File: src/rtl/lsu_mem_ctrl_if.sv
// rtl/lsu_mem_ctrl_if.sv - request/response and data-memory signal bundle for lsu_mem_ctrl
interface lsu_mem_ctrl_if #(
  parameter int AW = 8
);
  logic          req_valid;
  logic          req_ready;
  logic          req_we;
  logic [2:0]    req_funct3;
  logic [31:0]   req_addr;
  logic [31:0]   req_wdata;
  logic          resp_valid;
  logic [31:0]   resp_rdata;
  logic          resp_misalign;
  logic          mem_wr_en;
  logic [AW-1:0] mem_addr_pt;
  logic [31:0]   mem_wr_data;
  logic [31:0]   mem_rd_data;

  modport slave (
    input  req_valid, req_we, req_funct3, req_addr, req_wdata, mem_rd_data,
    output req_ready, resp_valid, resp_rdata, resp_misalign,
           mem_wr_en, mem_addr_pt, mem_wr_data
  );

  modport master (
    output req_valid, req_we, req_funct3, req_addr, req_wdata, mem_rd_data,
    input  req_ready, resp_valid, resp_rdata, resp_misalign,
           mem_wr_en, mem_addr_pt, mem_wr_data
  );
endinterface

File: src/rtl/lsu_mem_ctrl.sv
// rtl/lsu_mem_ctrl.sv - RISC-V load/store controller with sub-word read-modify-write
module lsu_mem_ctrl #(
  parameter int DEPTH = 256
) (
  input  logic           clk,
  input  logic           rst_n,
  lsu_mem_ctrl_if.slave  bus
);
  localparam int WIDTH = $clog2(DEPTH);

  typedef enum logic [2:0] {IDLE, LOAD, MERGE, WR, RESP} state_t;

  state_t           state_q;
  logic [WIDTH+1:0] addr_q;
  logic [2:0]       f3_q;
  logic [31:0]      wdata_q;
  logic [31:0]      merge_q;
  logic [31:0]      rdata_q;
  logic             valid_q;
  logic             mis_q;

  logic             illegal;
  logic             misalign;
  logic             fault;
  logic [7:0]       byte_lane;
  logic [15:0]      half_lane;
  logic [31:0]      load_data;
  logic [31:0]      merge_data;
  logic             unused_addr;

  assign unused_addr = ^bus.req_addr[31:WIDTH+2];

  always_comb begin
    illegal  = 1'b0;
    misalign = 1'b0;
    if (bus.req_we)
      illegal = bus.req_funct3[2] || (bus.req_funct3[1:0] == 2'b11);
    else
      illegal = (bus.req_funct3[1:0] == 2'b11) || (bus.req_funct3 == 3'b110);
    if (bus.req_funct3[1:0] == 2'b01)
      misalign = bus.req_addr[0];
    else if (bus.req_funct3[1:0] == 2'b10)
      misalign = (bus.req_addr[1:0] != 2'b00);
    fault = illegal || misalign;
  end

  // Lane extraction and insertion both work from the latched address and mem's async read.
  always_comb begin
    byte_lane  = 8'h00;
    half_lane  = bus.mem_rd_data[15:0];
    load_data  = bus.mem_rd_data;
    merge_data = bus.mem_rd_data;
    case (addr_q[1:0])
      2'b00:   byte_lane = bus.mem_rd_data[7:0];
      2'b01:   byte_lane = bus.mem_rd_data[15:8];
      2'b10:   byte_lane = bus.mem_rd_data[23:16];
      default: byte_lane = bus.mem_rd_data[31:24];
    endcase
    if (addr_q[1])
      half_lane = bus.mem_rd_data[31:16];
    case (f3_q)
      3'b000:  load_data = {{24{byte_lane[7]}}, byte_lane};
      3'b001:  load_data = {{16{half_lane[15]}}, half_lane};
      3'b100:  load_data = {24'h0, byte_lane};
      3'b101:  load_data = {16'h0, half_lane};
      default: load_data = bus.mem_rd_data;
    endcase
    if (f3_q[1:0] == 2'b00) begin
      case (addr_q[1:0])
        2'b00:   merge_data[7:0]   = wdata_q[7:0];
        2'b01:   merge_data[15:8]  = wdata_q[7:0];
        2'b10:   merge_data[23:16] = wdata_q[7:0];
        default: merge_data[31:24] = wdata_q[7:0];
      endcase
    end else if (addr_q[1]) begin
      merge_data[31:16] = wdata_q[15:0];
    end else begin
      merge_data[15:0]  = wdata_q[15:0];
    end
  end

  always_ff @(posedge clk) begin
    if (!rst_n) begin
      state_q <= IDLE;
      addr_q  <= '0;
      f3_q    <= '0;
      wdata_q <= '0;
      merge_q <= '0;
      rdata_q <= '0;
      valid_q <= 1'b0;
      mis_q   <= 1'b0;
    end else begin
      case (state_q)
        IDLE: begin
          valid_q <= 1'b0;
          if (bus.req_valid) begin
            addr_q  <= bus.req_addr[WIDTH+1:0];
            f3_q    <= bus.req_funct3;
            wdata_q <= bus.req_wdata;
            if (fault) begin
              rdata_q <= '0;
              mis_q   <= 1'b1;
              valid_q <= 1'b1;
              state_q <= RESP;
            end else if (!bus.req_we) begin
              state_q <= LOAD;
            end else if (bus.req_funct3[1:0] == 2'b10) begin
              merge_q <= bus.req_wdata;
              state_q <= WR;
            end else begin
              state_q <= MERGE;
            end
          end
        end
        LOAD: begin
          rdata_q <= load_data;
          mis_q   <= 1'b0;
          valid_q <= 1'b1;
          state_q <= RESP;
        end
        MERGE: begin
          merge_q <= merge_data;
          state_q <= WR;
        end
        WR: begin
          rdata_q <= '0;
          mis_q   <= 1'b0;
          valid_q <= 1'b1;
          state_q <= RESP;
        end
        RESP: begin
          valid_q <= 1'b0;
          state_q <= IDLE;
        end
        default: state_q <= IDLE;
      endcase
    end
  end

  // Reset gates the write combinationally so a reset landing on WR never commits.
  assign bus.mem_wr_en     = (state_q == WR) && rst_n;
  assign bus.mem_addr_pt   = addr_q[WIDTH+1:2];
  assign bus.mem_wr_data   = merge_q;
  assign bus.req_ready     = (state_q == IDLE);
  assign bus.resp_valid    = valid_q;
  assign bus.resp_rdata    = rdata_q;
  assign bus.resp_misalign = mis_q;
endmodule

File: src/flat_wrapper.sv
// flat-port wrapper written by rule: the top's interface ports become plain ports
module lsu_mem_ctrl_flat 
#(
  parameter int DEPTH = 256
)
  (clk, rst_n, bus_req_valid, bus_req_we, bus_req_funct3, bus_req_addr, bus_req_wdata, bus_mem_rd_data, bus_req_ready, bus_resp_valid, bus_resp_rdata, bus_resp_misalign, bus_mem_wr_en, bus_mem_addr_pt, bus_mem_wr_data);
  lsu_mem_ctrl_if #(.AW(8)) bus_i ();
  input  logic clk;
  input  logic rst_n;
  input wire logic [$bits(bus_i.req_valid)-1:0] bus_req_valid;
  input wire logic [$bits(bus_i.req_we)-1:0] bus_req_we;
  input wire logic [$bits(bus_i.req_funct3)-1:0] bus_req_funct3;
  input wire logic [$bits(bus_i.req_addr)-1:0] bus_req_addr;
  input wire logic [$bits(bus_i.req_wdata)-1:0] bus_req_wdata;
  input wire logic [$bits(bus_i.mem_rd_data)-1:0] bus_mem_rd_data;
  output wire logic [$bits(bus_i.req_ready)-1:0] bus_req_ready;
  output wire logic [$bits(bus_i.resp_valid)-1:0] bus_resp_valid;
  output wire logic [$bits(bus_i.resp_rdata)-1:0] bus_resp_rdata;
  output wire logic [$bits(bus_i.resp_misalign)-1:0] bus_resp_misalign;
  output wire logic [$bits(bus_i.mem_wr_en)-1:0] bus_mem_wr_en;
  output wire logic [$bits(bus_i.mem_addr_pt)-1:0] bus_mem_addr_pt;
  output wire logic [$bits(bus_i.mem_wr_data)-1:0] bus_mem_wr_data;
  assign bus_i.req_valid = bus_req_valid;
  assign bus_i.req_we = bus_req_we;
  assign bus_i.req_funct3 = bus_req_funct3;
  assign bus_i.req_addr = bus_req_addr;
  assign bus_i.req_wdata = bus_req_wdata;
  assign bus_i.mem_rd_data = bus_mem_rd_data;
  assign bus_req_ready = bus_i.req_ready;
  assign bus_resp_valid = bus_i.resp_valid;
  assign bus_resp_rdata = bus_i.resp_rdata;
  assign bus_resp_misalign = bus_i.resp_misalign;
  assign bus_mem_wr_en = bus_i.mem_wr_en;
  assign bus_mem_addr_pt = bus_i.mem_addr_pt;
  assign bus_mem_wr_data = bus_i.mem_wr_data;
  lsu_mem_ctrl #(.DEPTH(DEPTH)) u_core (.clk(clk), .rst_n(rst_n), .bus(bus_i));
endmodule
File: config.mk
export PLATFORM = sky130hd
export DESIGN_NAME = lsu_mem_ctrl_flat
export DESIGN_NICKNAME = d
export VERILOG_FILES = /design/src/rtl/lsu_mem_ctrl_if.sv /design/src/rtl/lsu_mem_ctrl.sv /design/src/flat_wrapper.sv
export SDC_FILE = /design/constraint.sdc
export NUM_CORES = 1
export LEC_CHECK = 0
export ABC_AREA = 1
export ABC_CLOCK_PERIOD_IN_PS = 1600
export CAP_MARGIN = 20
export CORE_MARGIN = 2
export CORE_UTILIZATION = 49
export CTS_BUF_LIST = sky130_fd_sc_hd__clkbuf_2
export DETAILED_ROUTE_END_ITERATION = 7
export PLACE_DENSITY = 0.93
export SETUP_SLACK_MARGIN = 0.15
export SYNTH_ARGS = -nofsm -noshare
export SYNTH_HDL_FRONTEND = slang
export SYNTH_SLANG_ARGS = --single-unit
File: constraint.sdc
create_clock -name clk -period 1.6 [get_ports clk]
set_input_delay 0.16 -clock clk [delete_from_list [all_inputs] [get_ports clk]]
set_output_delay 0.16 -clock clk [all_outputs]
set_load 0.01 [all_outputs]
Word level (Yosys, flattened, before mapping). Index checks and enable logic that the tools add are counted.

Register bits: 98. Input port bits: 103. Word-level logic and storage cells: 77. Output and inout bits: 76.

Eq/ne operators: 18. Reductions and logical operators: 19. Mux-type cells: 32.

Operators by type and width (count): 2-to-1 mux 32 bit (7); case mux 32 bit (4 select lines) (1); case mux 32 bit (3 select lines) (1); case mux 32 bit (2 select lines) (1); 2-to-1 mux 16 bit (3); 2-to-1 mux 8 bit (4); case mux 8 bit (3 select lines) (1); == test 3 bit (second input constant) (4); 2-to-1 mux 3 bit (3); case mux 3 bit (3 select lines) (1); 2-to-1 mux 1 bit (8); == test 2 bit (second input constant) (3); == test 3 x 1 -> 1 bit (second input constant) (2); == test 3 x 2 -> 1 bit (second input constant) (2); logical NOT 3 bit (2); != test 2 bit (second input constant) (3); AND reduction 3 bit (2); nonzero test 2 bit (3); nonzero test 3 bit (2); AND reduction 5 bit (1); == test 2 x 1 -> 1 bit (second input constant) (2); logical NOT 2 bit (2); != test 2 x 1 -> 1 bit (second input constant) (2); logical OR 1 bit (3); 6 further kinds (6).

Logic depth before layout (Yosys ltp). Gate-level depths: netlist of the first run.

Word-level depth: 7. Mapped depth: 12. Mapped depth without buffers: 11.

Worst setup path before layout of the first run. OpenSTA, ideal clock, no wires.

Path type: register to register. Start point: register u_core.state_q[0]. End point: register u_core.merge_q[18] (netlist: u_core.bus.mem_wr_data[18]). Slack: 244 ps. Path buffers: 1. Arrival time: 1220 ps. Clock period less this slack: 1356 ps. Cell stages (with the launch flop): 12. Setup time: 136 ps. Required time: 1464 ps. Cells stage by stage: dfxtp_1 > nor2_4 > nand2_4 > nor2_2 > nand2_1 > nand2_2 > inv_2 > nor2_4 > buf_6 > nand2_1 > nand2_1 > nor2_1.

Cells in the longest elaborated chain, start to end: 3. Elaborated cells on any way between the ends: 9. Those cells by class: eq/ne: 5; mux: 1; reduce/logical: 3.

Ends and longest elaborated chain: from (decl) (RTL line lsu_mem_ctrl.sv:13) `state_t state_q;`; from (signal assigned) (RTL line lsu_mem_ctrl.sv:84) `state_q <= IDLE;`; from (signal assigned) (RTL line lsu_mem_ctrl.sv:104) `state_q <= RESP;`; from (signal assigned) (RTL line lsu_mem_ctrl.sv:106) `state_q <= LOAD;`; logical NOT 3 bit or == test 3 x 2 -> 1 bit (tied branches) (RTL line lsu_mem_ctrl.sv:93) `case (state_q)`; != test 2 bit (no source line), or another cell as far along; AND reduction 5 bit (no source line); to (signal assigned) (RTL line lsu_mem_ctrl.sv:108) `merge_q <= bus.req_wdata;`; to (signal assigned) (RTL line lsu_mem_ctrl.sv:122) `merge_q <= merge_data;`; to (decl) (RTL line lsu_mem_ctrl.sv:17) `logic [31:0] merge_q;`.

Parallel ways exist; a longest one is shown, timed or not. A chain may end at the register's enable or synchronous reset.

Worst setup path in the final report of the first run.
Start point: register u_core.state_q[0]. End point: register u_core.merge_q[22] (netlist: u_core.bus.mem_wr_data[22]).

Same word-level chain as after synthesis.

==> results.md, run 1 <==
* Synthesis-to-finish area growth at 53.22%
* Global route overflow at 0
* Post-synthesis sequential area ratio at 32.78%
* CP startpoint kind: flip-flop
* Io pins at 179
* P_int at 3.974 mW
* Leakage at 4.300 nW
* ANT cells at 0
* Htree depth at 3
* ANT nets after route at 0
* Flops & latches, synth at 98
* First-pass GRT wire length at 35.00 mm
* Total placed cells including tap cells at 1221
* Slew @ Worst Pin at 435.7 ps
* Final worst path period share at 111.9%
* Mean routed wirelength per cell at 18.18 µm
* Layout cells sized above 1 at 37.03%
* Crit end category: flip-flop
* Syn Area/Cell at 6.368 µm²
* Reg power frac at 41.6%
* Switching part of the total power at 38.85%
* Reg2Reg Setup Slack at -190 ps
* Post-Route WL at 23.49 mm
* Worst Path Arrival at 2340 ps
* Gr usage total at 34.02%
* Worst clock skew at 31.87 ps
* Synth warn at 0
* Max_slew headroom at 70.91%
* Design area at 9171 µm²
* Placement row count at 40
* Synth Instances at 940
* Failing checks: negative setup slack
* Largest net degree at the start of global routing at 45
* Core area at 11960 µm²
* Die height at 114.5 µm
* Core Util, Final at 76.67%
* Final Hold Vio Count at 0
* Period minus WS final at 1790 ps
* CP required at 2150 ps
* Max clock buf depth at 2
* Via count at 7395
* Number of distinct library cells after synthesis at 33
* Routed vias/inst at 5.724
* Nets@finish at 1243
* Initial DRT Pass Iterations at 8
* Met1 wire length at 8.461 mm
* Routed wl met3 at 2.722 mm
* Hold buffers post-CTS at 0
* GPL Wtd Cong at 1.001
* Fmax at 558.7 MHz
* Clock share of power at 16.1%
* Worst ir drop on vdd at 0.5148 mV
* Unrepaired setup endpoints after global routing: true
* Final Slew Violations at 0
* Most common cell after layout, fill and taps aside: nand2_1
* CP Class: flip-flop to flip-flop
* HPWL Detailed at 14.01 mm
* Total CTS buffers at 9
* Pwr Total at 6.498 mW
* CTS tree: yes
* Met2 wire length at 10.96 mm
* Initial antenna violation count at 0
* Clock Latency Late Sink at 640 ps
* Layout Cells excl Fill at 1292
* WHS at 72.75 ps
* Clk sink count at 98
* Logic pwr share at 42.3%
* Synth Cell Area at 5986 µm²
* Status: complete, but fails checks
* Syn_nets at 1043
* Pwr Density at 708.5 nW/µm²
* DRT iter0 DRCs at 1022
* Number of global-route vias before repair at 7067
* FILL cells at 789
* Worst min path class: input pin to flip-flop
* Die Wd at 114.5 µm
* MaxCap Viol Count at 0
* Top layer in use: met4
* DIE AREA at 13120 µm²
* PortBufs at 156
* Peak fanout along the critical path at 8
* Most frequent cells in the layout: nand2_1 (226), inv_1 (91), clkdlybuf4s50_1 (80)
* Endpoints failing setup at 68
* Reg clk slew, reported paths at 250 ps
* Psw at 2.524 mW
* Dpl cell area at 7725 µm²
* Initial Utilization at 50.04%
* Root buf cell: clkbuf_2
* Final setup margin at -189.9 ps
* DRC viols at 0
[synth_stat cells]
cell | instances | area share [%]
a21boi_4 | 1 | 0.31
o21ai_1 | 1 | 0.084
nand2_1 | 309 | 19
dlygate4sd1_1 | 1 | 0.15
or2_1 | 7 | 0.73
buf_6 | 9 | 1.7
dfxtp_1 | 98 | 33
buf_1 | 1 | 0.063
nor2_1 | 53 | 3.3
inv_2 | 9 | 0.56
buf_2 | 20 | 1.7
o211ai_1 | 32 | 4.0
clkbuf_2 | 2 | 0.17
clkbuf_1 | 14 | 0.88
clkbuf_8 | 1 | 0.23
or2_2 | 17 | 1.8
nand2_4 | 2 | 0.38
nor2_4 | 5 | 0.94
buf_4 | 15 | 1.9
a21oi_2 | 10 | 1.5
nand3_1 | 67 | 5.6
nor2_2 | 3 | 0.31
nand3_4 | 1 | 0.29
buf_12 | 1 | 0.33
nor3_1 | 1 | 0.084
a21oi_1 | 81 | 6.8
nor2_8 | 1 | 0.33
inv_1 | 94 | 5.9
o2bb2ai_1 | 1 | 0.15
nand4_1 | 15 | 1.6
o21ai_0 | 50 | 4.2
nand2_2 | 16 | 1.7
nand3_2 | 2 | 0.33
[cell type report]
| type | instances | area [µm²] | area share, % |
|---|---|---|---|
| Clock inverter | 5 | 21.27 | 0.2319 |
| Tap cell | 147 | 183.9 | 2.005 |
| Sequential cell | 98 | 2074 | 22.62 |
| Multi-Input combinational cell | 677 | 3940 | 42.96 |
| Timing Repair Buffer | 251 | 2495 | 27.20 |
| Clock buffer | 11 | 55.05 | 0.6003 |
| Inverter | 103 | 401.6 | 4.379 |
[cell families after synthesis]
group / after synthesis / synth area share [%]
and+or+nand+nor: 499 / 36.73
DFF: 98 / 32.78
AOI/OAI and AO/OA: 176 / 16.97
buffers and inverters: 167 / 13.52
[metrics by stage]
step / setup slack (ps) / setup TNS, ps
after global routing: -266.0 / -12440
after global placement: -78.79 / -3957
after floorplan: 243.7 / 0
after detailed placement: -168.8 / -5774
after CTS: -97.91 / -1621
final: -189.9 / -7672
[layer usage]
layer | track usage (%) | vias up
li1 | - | 3402
met1 | 40.79 | 3310
met2 | 53.96 | 542
met3 | 9.423 | 141
met4 | 20.98 | 0
met5 | 0 | -
[worst paths after layout]
check,from,end,depth (start not counted)
setup reg to reg,u_core.state_q[0]$_SDFFE_PN0P_,u_core.bus.mem_wr_data[22]$_SDFFE_PN0P_,14
hold / removal,bus_req_addr[3],u_core.addr_q[3]$_SDFFE_PN0P_,3
setup / recovery,u_core.state_q[0]$_SDFFE_PN0P_,u_core.bus.mem_wr_data[22]$_SDFFE_PN0P_,14
hold reg to reg,u_core.bus.resp_rdata[29]$_SDFFE_PN0P_,u_core.bus.resp_rdata[29]$_SDFFE_PN0P_,2
[power by group through the flow]
stage / clock network (mW) / registers, mW / logic [mW]
3_5_place_dp: 0 / 2.73 / 2.02
4_1_cts: 1.04 / 2.70 / 2.43
5_1_grt: 1.15 / 2.72 / 2.93
2_1_floorplan: 0 / 2.74 / 1.30
3_3_place_gp: 0 / 2.73 / 1.99
6_report: 1.05 / 2.70 / 2.75
[sequential cells by signal (all words and copies together) (netlist names)]
name and count:
u_core.bus.resp_rdata 32, u_core.wdata_q 16, u_core.f3_q 3, u_core.addr_q 10, u_core.bus.resp_misalign 1, u_core.bus.resp_valid 1, u_core.bus.mem_wr_data 32, u_core.state_q 3
[what timing repair did]
action                                  4_1_cts  5_1_grt
pin swaps                                    23       36
resized for setup                           344      171
gates cloned                                 10        0
endpoints found under the setup margin      141      129
buffers inserted                             26       19
[worst max-delay path: stages (launching register included)]
cell	delay, ps
dfxtp_4	410
nor2_4	130
nand2_4	70
buf_6	120
nor2_4	100
nand2_1	90
nand2_2	80
inv_2	50
nor2_4	110
buf_6	120
buf_12	120
buf_16	150
nand2_4	50
nand2_2	60
nor2_1	30
No activity file was read; power rests on OpenSTA's default activity.
==> run 2, diff against run 1 <==
Settings changed: SLEW_MARGIN set to 15.
==> results of run 2 <==
Final layout, timing and power as in run 1 (identical DEF).
